[src/rtl/crc8_serial_unit.sv]
// crc8_serial_unit: bit-serial MSB-first CRC-8 engine with valid/ready byte input and per-frame CRC strobe
module crc8_serial_unit #(
  parameter logic [7:0] POLY = 8'h07,
  parameter logic [7:0] INIT = 8'h00
) (
  input  logic       CLK,
  input  logic       RST,
  input  logic       CLR,
  input  logic       IN_VALID,
  output logic       IN_READY,
  input  logic [7:0] IN_DATA,
  input  logic       IN_LAST,
  output logic [7:0] CRC_OUT,
  output logic       CRC_VALID,
  output logic       BUSY
);
  typedef enum logic [1:0] {IDLE, SHIFT, DONE} state_t;
  state_t     state_q, state_d;
  logic [7:0] crc_q, crc_d, sh_q, sh_d, crc_out_q, crc_out_d;
  logic [2:0] cnt_q, cnt_d;
  logic       last_q, last_d, crc_valid_q, crc_valid_d, fb;
  assign fb        = crc_q[7] ^ sh_q[7];
  assign IN_READY  = state_q == IDLE;
  assign BUSY      = state_q != IDLE;
  assign CRC_OUT   = crc_out_q;
  assign CRC_VALID = crc_valid_q;
  always_comb begin
    state_d     = state_q;
    crc_d       = crc_q;
    sh_d        = sh_q;
    cnt_d       = cnt_q;
    last_d      = last_q;
    crc_out_d   = crc_out_q;
    crc_valid_d = 1'b0;
    if (CLR) begin
      state_d = IDLE;
      crc_d   = INIT;
    end else begin
      case (state_q)
        IDLE: if (IN_VALID) begin
          state_d = SHIFT;
          sh_d    = IN_DATA;
          last_d  = IN_LAST;
          cnt_d   = 3'd0;
        end
        SHIFT: begin
          crc_d = {crc_q[6:0], 1'b0} ^ (fb ? POLY : 8'h00);
          sh_d  = {sh_q[6:0], 1'b0};
          cnt_d = cnt_q + 3'd1;
          if (cnt_q == 3'd7) state_d = last_q ? DONE : IDLE;
        end
        DONE: begin
          crc_out_d   = crc_q;
          crc_valid_d = 1'b1;
          crc_d       = INIT;
          state_d     = IDLE;
        end
        default: state_d = IDLE;
      endcase
    end
  end
  always_ff @(posedge CLK) begin
    if (RST) begin
      state_q     <= IDLE;
      crc_q       <= INIT;
      sh_q        <= 8'h00;
      cnt_q       <= 3'd0;
      last_q      <= 1'b0;
      crc_out_q   <= 8'h00;
      crc_valid_q <= 1'b0;
    end else begin
      state_q     <= state_d;
      crc_q       <= crc_d;
      sh_q        <= sh_d;
      cnt_q       <= cnt_d;
      last_q      <= last_d;
      crc_out_q   <= crc_out_d;
      crc_valid_q <= crc_valid_d;
    end
  end
endmodule

[config.mk]
export PLATFORM = sky130hd
export DESIGN_NAME = crc8_serial_unit
export DESIGN_NICKNAME = d
export VERILOG_FILES = /design/src/rtl/crc8_serial_unit.sv
export SDC_FILE = /design/constraint.sdc
export NUM_CORES = 1
export LEC_CHECK = 0
export CAP_MARGIN = 40
export CORE_UTILIZATION = 45
export CTS_CLUSTER_SIZE = 16
export DETAILED_ROUTE_END_ITERATION = 6
export PLACE_DENSITY = 0.76
export RECOVER_POWER = 100
export SYNTH_ARGS = -nofsm -noshare
export SYNTH_HDL_FRONTEND = slang
export SYNTH_SLANG_ARGS = --single-unit
[constraint.sdc]
create_clock -name CLK -period 1.95 [get_ports CLK]
set_input_delay 0.2925 -clock CLK [delete_from_list [all_inputs] [get_ports CLK]]
set_output_delay 0.2925 -clock CLK [all_outputs]
set_load 0.02 [all_outputs]
==> results of run 1 <==
## metal layers
layer  vias up  global-route usage
li1        581                   -
met1       557               0.217
met2        23               0.332
met3         7              0.0469
met4         0               0.112
met5         -                   0
## report_power, final
group | switching, mW | internal [mW] | leakage (nW) | total [mW]
logic | 0.0711 | 0.0654 | 0.339 | 0.136
clock network | 0.227 | 0.303 | 0.0482 | 0.530
registers | 0.0102 | 0.649 | 0.251 | 0.660
total | 0.309 | 1.02 | 0.638 | 1.33
## worst max-delay path, stage by stage (launching register included)
cell                            delay [ps]
sky130_fd_sc_hd__dfxtp_1               390
sky130_fd_sc_hd__inv_1                 100
sky130_fd_sc_hd__ha_1                  270
sky130_fd_sc_hd__dlygate4sd2_1         340
## state kept, by name, summed over array words and instances (netlist names)
name,count
last_q,1
CRC_OUT,8
cnt_q,3
state_q,2
crc_q,8
sh_q,8
CRC_VALID,1
## cell usage after synthesis (all sizes together)
library cell   n
a211oi         7
a21oi         27
and2b          2
buf            6
clkbuf         3
dfxtp         31
ha             7
inv            5
mux2i          8
nand2         16
nand2b         7
nand3          1
nand3b         6
nand4          3
nand4b         2
nor2           4
nor2b          3
o21ai          6
o21ba          1
o21bai         1
o32ai          2
or2            1
or2b           2
xnor2          2
xor2           1
## kinds of logic after synthesis
logic type,share of synthesized area
adder cells (fa/ha/maj),0.0624
flip-flops,0.442
XOR/XNOR,0.0187
AO/OA/AOI/OAI,0.180
multiplexers,0.0571
AND/OR/NAND/NOR,0.188
buffers and inverters,0.0508
## through the flow
| step | cell area [um^2] | total power, mW |
|---|---|---|
| detailed placement | 1630 | 0.813 |
| floorplan | 1400 | 0.766 |
| finish | 1720 | 1.33 |
| global placement | 1630 | 0.806 |
| global route | 1720 | 1.37 |
| CTS | 1720 | 1.33 |
## area by class of cell
type | instances | share of cell area
flip-flops and latches | 31 | 0.362
inverters | 5 | 0.0109
multi-input cells | 109 | 0.413
clock buffers | 6 | 0.0299
clock inverters | 2 | 0.0204
repair buffers | 25 | 0.142
well taps | 31 | 0.0226
## repair_timing
| action | 4_1_cts | 5_1_grt |
|---|---|---|
| gates resized for setup | 2 | 0 |
| setup endpoints to repair | 2 | 0 |
| hold endpoints to repair | 0 | 0 |
| hold buffers | 0 | 0 |
## path summary, 6_finish.rpt
kind | startpoint | to | slack [ps] | cells after the start
worst max-delay path | state_q[0] | IN_READY | 220 | 3
worst max register to register | state_q[0] | sh_q[4] | 320 | 5
worst min register to register | CRC_OUT[7] | CRC_OUT[7] | 460 | 2
worst min-delay path | CRC_OUT[7] | CRC_OUT[7] | 460 | 2
==> impl_results.md, run 1 <==
- Share of the synthesized area in the top cell type: 0.442
- Number of antenna violations at the first check in global routing: 0
- Clock insertion delay at the later pin of the skew report: 340 ps
- Routed length on met3: approximately 120 um
- Area used by multi-input combinational logic: roughly 710 um^2
- Most used cells in the layout excluding fill and tap cells: 31 x sky130_fd_sc_hd__dfxtp_1, 27 x sky130_fd_sc_hd__a21oi_1, 16 x sky130_fd_sc_hd__nand2_1, 12 x sky130_fd_sc_hd__clkdlybuf4s50_1, 9 x sky130_fd_sc_hd__dlygate4sd3_1
- Clock tree root driver cell: sky130_fd_sc_hd__clkbuf_4
- Die Span X: approximately 58 um
- Critical Path End Type: output pin
- # port buffers: 23
- Clock H-tree levels: 2
- Inserted Clock Buffers: 5
- Core ar.: 2850 um^2
- Worst hold slack across all endpoints: 455 ps
- Min-Delay Path Class: flop to flop
- Clock transition at path regs: ~90 ps
- Count of antenna-violating nets left after detailed routing: 0
- Number of global-route vias before repair: 1174
- Final setup TNS: 0 ps
- Fraction of the yosys area taken by sequential cells: 0.442
- Remaining global-route overflow: 0
- Final hold violation count: 0
- Worst setup path category: flop to output pin
- Dpl ws: 317 ps
- Final RePlAce weighted congestion: 0.742
- Highest clock frequency the design can meet: approximately 580 MHz
- DRC violations left: 0
- Synthesized instance count: between 150 and 200
- Register bit count reported by yosys: 31
- Final min period: 1730 ps
- Commonest non-fill, non-tap cell in the layout: sky130_fd_sc_hd__dfxtp_1
- Fin cells: between 200 and 250
- DR vias: around 1200
- Ratio of routed vias to standard cells: 5.59
- Overall fraction of global-route tracks in use: 0.193
- Nets in the synthesized netlist: ~170
- Worst setup skew after layout: just over 5 ps
- Final Core Density: 0.601
- Result of the run: completed
- Maximum fanout along the worst path: 5
- DR WL met2: 1.34 mm
- Peak supply drop: 0.467 mV
- Wire length of the first global-routing pass: roughly 4.8 mm
- Initial cell density of the core: 0.492
- Netlist cell types: 29
- Startpoint Class: flop
- TritonCTS clock tree: yes
- Cells taking the most area after synthesis: sky130_fd_sc_hd__dfxtp_1 44%, sky130_fd_sc_hd__a21oi_1 9.6%, sky130_fd_sc_hd__ha_1 6.2%
- Arrival time worst endpoint: 1440 ps
- Number of standard-cell rows in the floorplan: 19
- Drt first-iter violations: 27
- Power density cells: about 770 nW/um^2
- Max-slew headroom: 0.586
- Maximum Capacitance Violations: 0
- Number of endpoints failing setup at the final stage: 0
- Fillers: 261
- Static leakage: roughly 0.64 nW
- I/O pin cnt: 24
- Slew Viols, Final: 0
- Die outline area: roughly 3300 um^2
- Final #Nets: 197
- Share of final-layout standard cells stronger than drive strength 1: 0.0674
- Average footprint of a synthesized cell: between 9 and 10 um^2
- ANT cells: 0
- Slew of the pin with the lowest slew margin: between 600 and 700 ps
- Count of TritonRoute iterations in the first routing pass: 4
- Post-synthesis instance area: approximately 1400 um^2
- Routed len/inst: approximately 13 um
- Wl on met1: ~1.2 mm
- Setup repair after global routing missed its margin: no
- Routed wire length: roughly 2.7 mm
- Growth of design area from synthesis to finish: 22.3%
- Highest signal layer in the routed design: met4
- Synth Warn #: 0
- Period utilization: 0.889
- Post-DP HPWL: about 2.0 mm
- Number of clock sinks: 31
- Dpl cells: between 200 and 250
- Maximum buffer depth of the clock tree: 2
- Dominant cell type by area after synthesis: sky130_fd_sc_hd__dfxtp_1
- Buffers inserted by post-CTS timing repair: 0
- Storage cell area: between 600 and 700 um^2
- Die span in y: 57.8 um
- Pin count of the biggest net entering global routing: 22
- WP data required: about 1700 ps
- Worst setup margin: between 200 and 250 ps
No activity file was read; power rests on OpenSTA's default activity.
==> run 2: changes to the inputs <==
--- a/config.mk
+++ b/config.mk
@@ -6,10 +6,10 @@
 export NUM_CORES = 1
 export LEC_CHECK = 0
 export CAP_MARGIN = 40
-export CORE_UTILIZATION = 45
+export CORE_UTILIZATION = 51
 export CTS_CLUSTER_SIZE = 16
 export DETAILED_ROUTE_END_ITERATION = 6
-export PLACE_DENSITY = 0.76
+export PLACE_DENSITY = 0.83
 export RECOVER_POWER = 100
 export SYNTH_ARGS = -nofsm -noshare
 export SYNTH_HDL_FRONTEND = slang
==> run 2 against run 1 <==
Against the previous run: wire length fell by 1.4%; largest cell class unchanged; critical endpoint unchanged; hold slack about the same; first-iteration DRC count up 3.7%; via count is 2.1% lower; setup slack improved by 18 ps; die area fell by 11%; maximum frequency rose by 1.0%; final cell count shrank 1.4%; largest power group unchanged.
==> impl_results.md, run 2 (same netlist as run 1, synthesis figures left out) <==
- Final setup TNS: 0 ps (unchanged)
- Total net switching power: 288 uW (was 309 uW)
- Number of antenna violations at the first check in global routing: 0 (unchanged)
- Number of global-route vias before repair: 993 (was 1174)
- Maximum fanout along the worst path: 5 (unchanged)
- Remaining global-route overflow: 0 (unchanged)
- Final Core Density: 0.659 (was 0.601)
- Setup repair after global routing missed its margin: no (unchanged)
- Final min period: 1720 ps (was 1730 ps)
- Arrival time worst endpoint: 1420 ps (was 1440 ps)
- Register-to-Register Path Depth: 5 (unchanged)
- Static leakage: 0.620 nW (was 0.638 nW)
- Slew of the pin with the lowest slew margin: 595 ps (was 622 ps)
- I/O pin cnt: 24 (unchanged)
- Reg-to-reg startpoint: state_q[0] (unchanged)
- Internal Pwr Total: 880 uW (was 1.02 mW)
- Result of the run: completed (unchanged)
- DR vias: 1144 (was 1168)
- Ratio of routed vias to standard cells: 5.55 (was 5.59)
- Commonest non-fill, non-tap cell in the layout: sky130_fd_sc_hd__dfxtp_1 (unchanged)
- FF-to-FF End: sh_q[4] (unchanged)
- Min-Delay Path Class: flop to flop (unchanged)
- Startpoint Class: flop (unchanged)
- Routed len/inst: 13.1 um (about the same)
- Drt first-iter violations: 28 (was 27)
- Final hold violation count: 0 (unchanged)
- DRC violations left: 0 (unchanged)
- ANT cells: 0 (unchanged)
- Routed wire length: 2.70 mm (was 2.74 mm)
- Maximum buffer depth of the clock tree: 2 (unchanged)
- Worst setup skew after layout: 9.08 ps (was 5.18 ps)
- Count of antenna-violating nets left after detailed routing: 0 (unchanged)
- Overall fraction of global-route tracks in use: 0.202 (was 0.193)
- Buffers inserted by post-CTS timing repair: 0 (unchanged)
- Clock H-tree levels: 2 (unchanged)
- Most used cells in the layout excluding fill and tap cells: 31 x sky130_fd_sc_hd__dfxtp_1, 27 x sky130_fd_sc_hd__a21oi_1, 16 x sky130_fd_sc_hd__nand2_1, 12 x sky130_fd_sc_hd__clkdlybuf4s50_1, 9 x sky130_fd_sc_hd__dlygate4sd3_1 (unchanged)
- Clock transition at path regs: 90 ps (about the same)
- Number of clock sinks: 31 (unchanged)
- Inserted Clock Buffers: 5 (unchanged)
- Slew Viols, Final: 0 (unchanged)
- Maximum Capacitance Violations: 0 (unchanged)
- Critical Path End Type: output pin (unchanged)
- Clock tree root driver cell: sky130_fd_sc_hd__clkbuf_4 (unchanged)
- Number of endpoints failing setup at the final stage: 0 (unchanged)
- Core ar.: 2540 um^2 (was 2850 um^2)
- WP data required: 1660 ps (about the same)
- Largest stage delay on the critical path: 390 ps (about the same)
- Final RePlAce weighted congestion: 0.805 (was 0.742)
- Wire length of the first global-routing pass: 4.12 mm (was 4.84 mm)
- Die Span X: 54.4 um (was 57.8 um)
- Cell family with most CP delay: buffers and inverters (unchanged)
- Number of standard-cell rows in the floorplan: 18 (was 19)
- Total cell area at the placement stage: 1630 um^2 (about the same)
- TritonCTS clock tree: yes (unchanged)
- Clock insertion delay at the later pin of the skew report: 330 ps (was 340 ps)
- Slowest stage cell, crit path: sky130_fd_sc_hd__dfxtp_1 (unchanged)
- CTS hold repair buffers: 0 (unchanged)
- Highest clock frequency the design can meet: 583 MHz (was 577 MHz)
- Buffer and inverter count on the worst path: 2 (unchanged)
- Final #Nets: 196 (was 197)
- Growth of design area from synthesis to finish: 19.5% (was 22.3%)
- Post-DP HPWL: 1.91 mm (was 1.97 mm)
- Die outline area: 2960 um^2 (was 3340 um^2)
- Peak supply drop: 0.676 mV (was 0.467 mV)
- Min-Delay Path Depth: 2 (unchanged)
- Max-slew headroom: 0.604 (was 0.586)
- Initial cell density of the core: 0.551 (was 0.492)
- Period utilization: 0.880 (was 0.889)
- Cell-by-cell trace of the critical path: inv_1, ha_1, dlygate4sd2_1 (unchanged)
- Post-route cell area: 1680 um^2 (was 1720 um^2)
- Critical path destination: IN_READY (unchanged)
- Combinational share of power: 0.115 (was 0.103)
- Sequential share of power: 0.564 (was 0.497)
- # port buffers: 23 (unchanged)
- Worst setup path category: flop to output pin (unchanged)
- Power density cells: 697 nW/um^2 (was 773 nW/um^2)
- Share of final-layout standard cells stronger than drive strength 1: 0.0568 (was 0.0674)
- Die span in y: 54.4 um (was 57.8 um)
- Gates resized, CTS repair: 2 (unchanged)
- Worst path depth: 3 (unchanged)
- Worst hold slack across all endpoints: 455 ps (about the same)
- Critical Path Source: state_q[0] (unchanged)
- Switching power as a share of total power: 0.247 (was 0.233)
- Count of TritonRoute iterations in the first routing pass: 4 (unchanged)
- Clk network pwr share: 0.320 (was 0.400)
- R2R Setup Slk: 310 ps (was 320 ps)
- Pin count of the biggest net entering global routing: 22 (unchanged)
==> run 2: cell count changes in the layout (fill, tap and decap cells not counted), sizes merged <==
cell / previous run / this run
buf: 2 / 1
bufinv: 1 / 0
==> run 2: worst min-delay path by stage <==
stage / start / end / slack (ps)
CTS: CRC_OUT[0] / CRC_OUT[0] / 460
finish: CRC_OUT[0] / CRC_OUT[0] / 450
detailed placement: CRC_OUT[0] / CRC_OUT[0] / 450
global placement: CRC_OUT[6] / CRC_OUT[6] / 440
global route: CRC_OUT[6] / CRC_OUT[6] / 480
floorplan: RST / sh_q[1] / 370
==> run 2: stage by stage <==
step                worst slack, ps  power, mW  instances
detailed placement              327      0.809        199
global placement                335      0.805        199
CTS                             228       1.18        206
floorplan                       527      0.766        154
finish                          234       1.17        206
global route                    179       1.22        206
==> run 2: area by class of cell <==
cell class                      instances  area [um^2]
Fill cell                             224          868
Multi-Input combinational cell        109          708
Sequential cell                        31          621
Timing Repair Buffer                   24          235
Clock buffer                            6         51.3
Tap cell                               30         37.5
Inverter                                5         18.8
Clock inverter                          1         5.00
==> run 2: worst register-to-register path: cells and delay by family, from the launching register on <==
| kind | cells | cell delay (ps) |
|---|---|---|
| and+or+nand+nor | 2 | 640 |
| DFF | 1 | 390 |
| adders and majority gates | 1 | 220 |
| AOI/OAI and AO/OA | 1 | 140 |
| buffers and inverters | 1 | 100 |
==> run 2: power groups by stage <==
stage                     registers (mW)  clock network (mW)  logic (mW)
final                              0.659               0.374       0.135
after floorplan                    0.671                   0      0.0953
after CTS                          0.659               0.385       0.135
after global routing               0.661               0.413       0.145
after detailed placement           0.674                   0       0.136
after global placement             0.673                   0       0.132
==> run 2: per-layer routing <==
metal,GRT usage,part of all wire,vias up
li1,-,-,579
met1,0.224,0.45,531
met2,0.346,0.49,29
met3,0.0889,0.047,5
met4,0.0641,0.011,0
met5,0,0,-
==> run 3: changes to the inputs <==
--- a/config.mk
+++ b/config.mk
@@ -5,8 +5,10 @@
 export SDC_FILE = /design/constraint.sdc
 export NUM_CORES = 1
 export LEC_CHECK = 0
+export ABC_CLOCK_PERIOD_IN_PS = 1950
 export CAP_MARGIN = 40
 export CORE_UTILIZATION = 51
+export CTS_CLUSTER_DIAMETER = 60
 export CTS_CLUSTER_SIZE = 16
 export DETAILED_ROUTE_END_ITERATION = 6
 export PLACE_DENSITY = 0.83
==> results of run 3 <==
The final DEF is identical to that of run 2; final timing and power are the same.
